===== config.mk =====
export PLATFORM = sky130hd
export DESIGN_NAME = ps2_arrow_decoder
export DESIGN_NICKNAME = d
export VERILOG_FILES = /design/src/rtl/labyrinth_pkg.sv /design/src/rtl/typematic_timer.sv /design/src/rtl/ps2_arrow_decoder.sv
export SDC_FILE = /design/constraint.sdc
export NUM_CORES = 1
export LEC_CHECK = 0
export ABC_AREA = 0
export BUFFER_PORTS_ARGS = -buffer_cell sky130_fd_sc_hd__buf_4
export CELL_PAD_IN_SITES_DETAIL_PLACEMENT = 0
export CELL_PAD_IN_SITES_GLOBAL_PLACEMENT = 1
export CORE_UTILIZATION = 40
export DETAILED_ROUTE_END_ITERATION = 10
export HOLD_SLACK_MARGIN = 0.15
export MAX_ROUTING_LAYER = met4
export PLACE_DENSITY = 0.8
export REMOVE_ABC_BUFFERS = 1
export SLEW_MARGIN = 20
export SYNTH_ARGS = -nofsm -noshare
export SYNTH_HDL_FRONTEND = slang
export SYNTH_SLANG_ARGS = --single-unit

===== constraint.sdc =====
create_clock -name iClock -period 2.25 [get_ports iClock]
set_input_delay 0.45 -clock iClock [delete_from_list [all_inputs] [get_ports iClock]]
set_output_delay 0.45 -clock iClock [all_outputs]
set_load 0.005 [all_outputs]

===== src/rtl/labyrinth_pkg.sv =====
// Shared PS/2 scancodes, decoder state encoding and direction indices.
// Pure definitions, no latency.
// No flow control; consumers use these types directly.
package labyrinth_pkg;

  // Set-2 scancodes used by the arrow decoder
  localparam logic [7:0] SC_EXT   = 8'hE0;
  localparam logic [7:0] SC_BRK   = 8'hF0;
  localparam logic [7:0] SC_UP    = 8'h75;
  localparam logic [7:0] SC_DOWN  = 8'h72;
  localparam logic [7:0] SC_LEFT  = 8'h6B;
  localparam logic [7:0] SC_RIGHT = 8'h74;
  localparam logic [7:0] SC_ENTER = 8'h5A;

  // Prefix-tracking states of the scancode parser
  typedef enum logic [1:0] {
    ST_IDLE   = 2'd0,
    ST_EXT    = 2'd1,
    ST_BRK    = 2'd2,
    ST_EXTBRK = 2'd3
  } kbd_state_e;

  // Direction index doubles as the bit position in the hold/move vectors
  typedef enum logic [1:0] {
    DIR_UP    = 2'd0,
    DIR_DOWN  = 2'd1,
    DIR_LEFT  = 2'd2,
    DIR_RIGHT = 2'd3
  } dir_e;

  typedef struct packed {
    logic vld;
    dir_e dir;
  } arrow_t;

  // Map a scancode to an arrow direction; vld=0 for any non-arrow code
  function automatic arrow_t decode_arrow(input logic [7:0] code);
    arrow_t r;
    r.vld = 1'b1;
    r.dir = DIR_UP;
    case (code)
      SC_UP:    r.dir = DIR_UP;
      SC_DOWN:  r.dir = DIR_DOWN;
      SC_LEFT:  r.dir = DIR_LEFT;
      SC_RIGHT: r.dir = DIR_RIGHT;
      default:  r.vld = 1'b0;
    endcase
    return r;
  endfunction

  function automatic logic [3:0] dir_onehot(input dir_e d);
    return 4'b0001 << d;
  endfunction

endpackage


===== src/rtl/typematic_timer.sv =====
// Auto-repeat timer: first fire REPEAT_DELAY cycles after start, then every REPEAT_PERIOD.
// fire_o is combinational from the count; the caller registers it (one cycle to output).
// start/stop take priority over an expiry in the same cycle; no backpressure.
module typematic_timer
  import labyrinth_pkg::*;
#(
  parameter int unsigned REPEAT_DELAY  = 25_000_000,
  parameter int unsigned REPEAT_PERIOD = 5_000_000
) (
  input  logic clk_i,
  input  logic rst_i,
  input  logic start_i,
  input  logic stop_i,
  input  logic hold_i,
  output logic fire_o
);

  // The count holds "cycles remaining minus one", so the larger parameter
  // fits in $clog2 bits and expiry is simply count==0. Both parameters must be >= 1.
  localparam int unsigned MAX_P = (REPEAT_DELAY > REPEAT_PERIOD) ? REPEAT_DELAY : REPEAT_PERIOD;
  localparam int unsigned CNT_W = (MAX_P > 1) ? $clog2(MAX_P) : 1;
  localparam logic [CNT_W-1:0] DELAY_LD  = CNT_W'(REPEAT_DELAY - 1);
  localparam logic [CNT_W-1:0] PERIOD_LD = CNT_W'(REPEAT_PERIOD - 1);

  logic [CNT_W-1:0] cnt_q;
  logic [CNT_W-1:0] cnt_d;

  // A fresh press or a release of the active key swallows a coincident expiry
  assign fire_o = hold_i && !start_i && !stop_i && (cnt_q == '0);

  // Next count: load delay on start, park at 0 on stop, else count down and reload period
  always_comb begin
    cnt_d = cnt_q;
    if (start_i) begin
      cnt_d = DELAY_LD;
    end else if (stop_i) begin
      cnt_d = '0;
    end else if (hold_i) begin
      if (cnt_q == '0) begin
        cnt_d = PERIOD_LD;
      end else begin
        cnt_d = cnt_q - 1'b1;
      end
    end
  end

  // Count register with synchronous reset
  always_ff @(posedge clk_i) begin
    if (rst_i) begin
      cnt_q <= '0;
    end else begin
      cnt_q <= cnt_d;
    end
  end

endmodule


===== src/rtl/ps2_arrow_decoder.sv =====
// PS/2 set-2 arrow/Enter decoder with per-key hold flags and auto-repeat of the last pressed arrow.
// One cycle from the completing iDataEn byte to the registered pulse; repeats every REPEAT_PERIOD.
// No backpressure: every strobed byte is consumed in the cycle it arrives.
module ps2_arrow_decoder
  import labyrinth_pkg::*;
#(
  parameter int unsigned REPEAT_DELAY  = 25_000_000,
  parameter int unsigned REPEAT_PERIOD = 5_000_000
) (
  input  logic       iClock,
  input  logic       iReset,
  input  logic [7:0] iData,
  input  logic       iDataEn,
  output logic       oUp,
  output logic       oDown,
  output logic       oLeft,
  output logic       oRight,
  output logic       oEnter,
  output logic [3:0] oHeld
);

  kbd_state_e state_q;
  logic [3:0] held_q;
  logic [3:0] move_q;
  logic       enter_q;
  logic       active_vld_q;
  dir_e       active_q;

  arrow_t     arrow;
  logic       press;
  logic       release_active;
  logic       tmr_fire;

  // Classify the incoming byte: a new (non-typematic) arrow make, or a break of the active key
  always_comb begin
    arrow          = decode_arrow(iData);
    press          = 1'b0;
    release_active = 1'b0;
    if (iDataEn && arrow.vld) begin
      if (state_q == ST_EXT && !held_q[arrow.dir]) begin
        press = 1'b1;
      end
      if (state_q == ST_EXTBRK && active_vld_q && (active_q == arrow.dir)) begin
        release_active = 1'b1;
      end
    end
  end

  typematic_timer #(
    .REPEAT_DELAY (REPEAT_DELAY),
    .REPEAT_PERIOD(REPEAT_PERIOD)
  ) u_timer (
    .clk_i  (iClock),
    .rst_i  (iReset),
    .start_i(press),
    .stop_i (release_active),
    .hold_i (active_vld_q),
    .fire_o (tmr_fire)
  );

  // Prefix FSM with registered pulse outputs, hold flags and active-key tracking
  always_ff @(posedge iClock) begin
    if (iReset) begin
      state_q      <= ST_IDLE;
      held_q       <= '0;
      move_q       <= '0;
      enter_q      <= 1'b0;
      active_vld_q <= 1'b0;
      active_q     <= DIR_UP;
    end else begin
      move_q  <= '0;
      enter_q <= 1'b0;
      // Timer already masks expiry when a press or active release happens this cycle
      if (tmr_fire) begin
        move_q <= dir_onehot(active_q);
      end
      if (iDataEn) begin
        case (state_q)
          ST_IDLE: begin
            if (iData == SC_EXT) begin
              state_q <= ST_EXT;
            end else if (iData == SC_BRK) begin
              state_q <= ST_BRK;
            end else begin
              state_q <= ST_IDLE;
              if (iData == SC_ENTER) begin
                enter_q <= 1'b1;
              end
            end
          end
          ST_EXT: begin
            if (iData == SC_EXT) begin
              state_q <= ST_EXT;
            end else if (iData == SC_BRK) begin
              state_q <= ST_EXTBRK;
            end else begin
              state_q <= ST_IDLE;
              // Typematic re-makes of a held key fall through silently
              if (press) begin
                held_q[arrow.dir] <= 1'b1;
                move_q            <= dir_onehot(arrow.dir);
                active_q          <= arrow.dir;
                active_vld_q      <= 1'b1;
              end
            end
          end
          ST_BRK: begin
            // Unprefixed break (keypad arrows, Enter, anything else): nothing to do
            state_q <= ST_IDLE;
          end
          ST_EXTBRK: begin
            state_q <= ST_IDLE;
            if (arrow.vld) begin
              held_q[arrow.dir] <= 1'b0;
            end
            // Releasing the active key ends repeat; other held keys do not take over
            if (release_active) begin
              active_vld_q <= 1'b0;
            end
          end
          default: state_q <= ST_IDLE;
        endcase
      end
    end
  end

  assign oUp    = move_q[DIR_UP];
  assign oDown  = move_q[DIR_DOWN];
  assign oLeft  = move_q[DIR_LEFT];
  assign oRight = move_q[DIR_RIGHT];
  assign oEnter = enter_q;
  assign oHeld  = held_q;

endmodule

==> impl_results.md <==
- Fmax: between 400 and 500 MHz
- Final hold slack: 0.361 ns
- Length of the first detailed-routing pass in iterations: 5
- Hold crit path type: in -> reg
- Clock Skews: approximately 0.016 ns
- Gate Count Post-Synth: about 300
- EDFF count, synth: 0
- Critical Path AT: 2.38 ns
- Height of the die: 79.2 µm
- Period utilisation layout: 0.950
- Startpoint types: input port
- Yosys reg bits: 39
- Row cnt: 27
- Core Region: 5610 µm²
- Peak VDD IR: between 200 and 250 µV
- Place WS: -0.298 ns
- FF-to-FF End: u_timer.cnt_q[19]
- Number of global-route vias before repair: 2218
- Reg-to-Reg Start: u_timer.cnt_q[0]
- FFs w/ async S/R, synth: 0
- Top-Level Pins: 20
- Final std cells w/o fill: between 400 and 500
- Max-slew violations: 0
- CTS tree: yes
- Placed Cells incl. Taps: between 400 and 500
- Routed via count: 2361
- Grt ovf: 0
- Hold Crit Start: iDataEn
- Worst setup margin: approximately 0.11 ns
- Slew margin rel.: 0.705
- Post-Syn Area: about 2400 µm²
- Cell taking the most area after synthesis: dfxtp_1
- Status: complete, no violations
- Total Power: roughly 1.4 mW
- Top-count cell post-synth: dfxtp_1
- H-tree Lvls: 2
- Final ANT Viol Nets: 0
- Synth-to-layout area growth: 25.3%
- Largest stage delay on the critical path: approximately 0.62 ns
- First-pass GRT wire length: 10.3 mm
- Final Hold Fails: 0
- Clk sinks: 39
- Worst Setup Path Type: in -> reg
- CP Capture Type: flop
- Post-place instance area: 2840 µm²
- Worst-path clk slew: around 0.090 ns
- Cell depth of the worst setup path: 9
- Initial Util: 0.425
- Num CTS Buffers: 5
- Worst EP required: between 2 and 2.5 ns
- Fin Setup TNS: 0 ns
- Final HPWL DP: approximately 4.6 mm
- Seq/Total Area, Yosys: 0.328
- YS warnings: 0
- Routed WL: 6.14 mm
- Largest net degree at the start of global routing: 39
- Post-CTS setup buffer count: 0
- Maxcap violations: 0
- Met2 GRT Util: 0.378
- Share of the synthesized area in the top cell type: 0.328
- M3 GR Usage: 0.0310
- Post-Route Utilization: 0.532
- Capture point of the worst path: move_q[2]
- Syn_area_per_cell: between 7 and 8 µm²
- Most used routing layer: met2
- Inserted Diodes: 0
- Layout cells sized above 1: 0.272
- Slowest stage cell, crit path: or4b_2
- GP Congestion: 0.895
- Buffers and inverters on the worst path: 3
- Die width: approximately 79 µm
- Gr usage total: 0.217
- R2R depth: 5
- DRC viols: 0
- Worst setup path start: iData[1]
- Initial antenna violation count: 0
- P_leak: 1.16 nW
- Register-to-register setup slack: between 0.1 and 0.15 ns
- Clk_lat worst skew: ~0.31 ns
- Largest fanout on the critical path: 5
- Vias per std cell: 5.56
- PortBufs: 19
- CP most frequent cell: buf_4
- Commonest cells in the synthesized netlist: 39 x dfxtp_1, 33 x nor2_1, 31 x a21oi_1
- Die area: between 6000 and 7000 µm²
- Ordered list of cells on the worst path: buf_4 -> buf_4 -> and4bb_2 -> a21o_1 -> a21oi_1 -> buf_4 -> o21ai_0 -> or4b_2 -> a21oi_1
- Top cells by area, synth: dfxtp_1 33%, a21oi_1 6.5%, nor3_1 5.7%, nor2_1 5.2%, xnor2_1 2.9%
- Final instance area: 2980 µm²
- Detailed Route Iter0 Violations: roughly 110
- GR Util met1: 0.255
- Least-Margin Pin Slew: about 0.44 ns
- Min cycle time layout: ~2.1 ns
- CP delay by family, top: simple AND/OR/NAND/NOR gates
- # setup viols final: 0
- Number of nets in the layout: ~360
- Avg WL per Cell: ~14 µm
- Clock root buffer: clkbuf_8
- Yosys cell types: 58
- CTS Buffer Depth: 2
- Top_reg_cell synth: dfxtp_1
- Cell Pwr Density: ~470 nW/µm²
metal layers:
metal,up-vias,wire length (µm)
li1,1208,-
met2,51,3070
met1,1092,2740
met3,10,225
met5,-,0
met4,0,98
layout make-up:
class	instances	area [µm²]
Clock buffer	5	68.8
Clock inverter	3	46.3
Fill cell	568	2630
Inverter	9	33.8
Multi-Input combinational cell	235	1500
Sequential cell	39	781
Tap cell	72	90.1
Timing Repair Buffer	62	465
report_power, final:
group / switching [mW] / internal (mW) / total [mW]
logic: 0.0559 / 0.0512 / 0.107
registers: 0.00148 / 0.691 / 0.692
clock network: 0.280 / 0.334 / 0.615
total: 0.338 / 1.08 / 1.41
cells by family after synthesis:
kind of cell    share of synthesized area
flops                               0.328
mux                                0.0137
fa+ha+maj                         0.00525
xor+xnor                           0.0478
simple gates                        0.353
buf+inv                            0.0546
compound gates                      0.198
worst min-delay path by stage:
| stage | endpoint | cells after the start |
|---|---|---|
| after floorplan | u_timer.cnt_q[7] | 2 |
| after global placement | u_timer.cnt_q[7] | 2 |
| after detailed placement | u_timer.cnt_q[7] | 2 |
| after CTS | state_q[0] | 2 |
| after global routing | state_q[0] | 2 |
| final | state_q[0] | 2 |
worst register-to-register path: stages (launching register included):
cell	delay (ns)
dfxtp_1	0.35
or4_4	0.57
or3_1	0.39
o31a_1	0.32
o311ai_0	0.28
a21oi_1	0.12
cells in the final DEF, fill, tap and decap left out, types with 4 or more instances in the layout:
master / n
or3_1: 11
nand2_1: 15
nand3b_1: 5
nor2b_1: 4
xnor2_1: 8
nor2_1: 33
o21ai_0: 5
buf_4: 62
o31ai_1: 4
dfxtp_1: 39
a211oi_1: 4
inv_1: 9
clkbuf_8: 5
a21oi_2: 4
a21oi_1: 31
xor2_1: 5
nand3_1: 10
nor3_1: 27
timing repair:
| item | CTS | global route |
|---|---|---|
| gates resized for setup | 0 | 7 |
| hold buffers | 0 | 0 |
| setup endpoints to repair | 0 | 19 |
(Power assumes the default switching activity.)
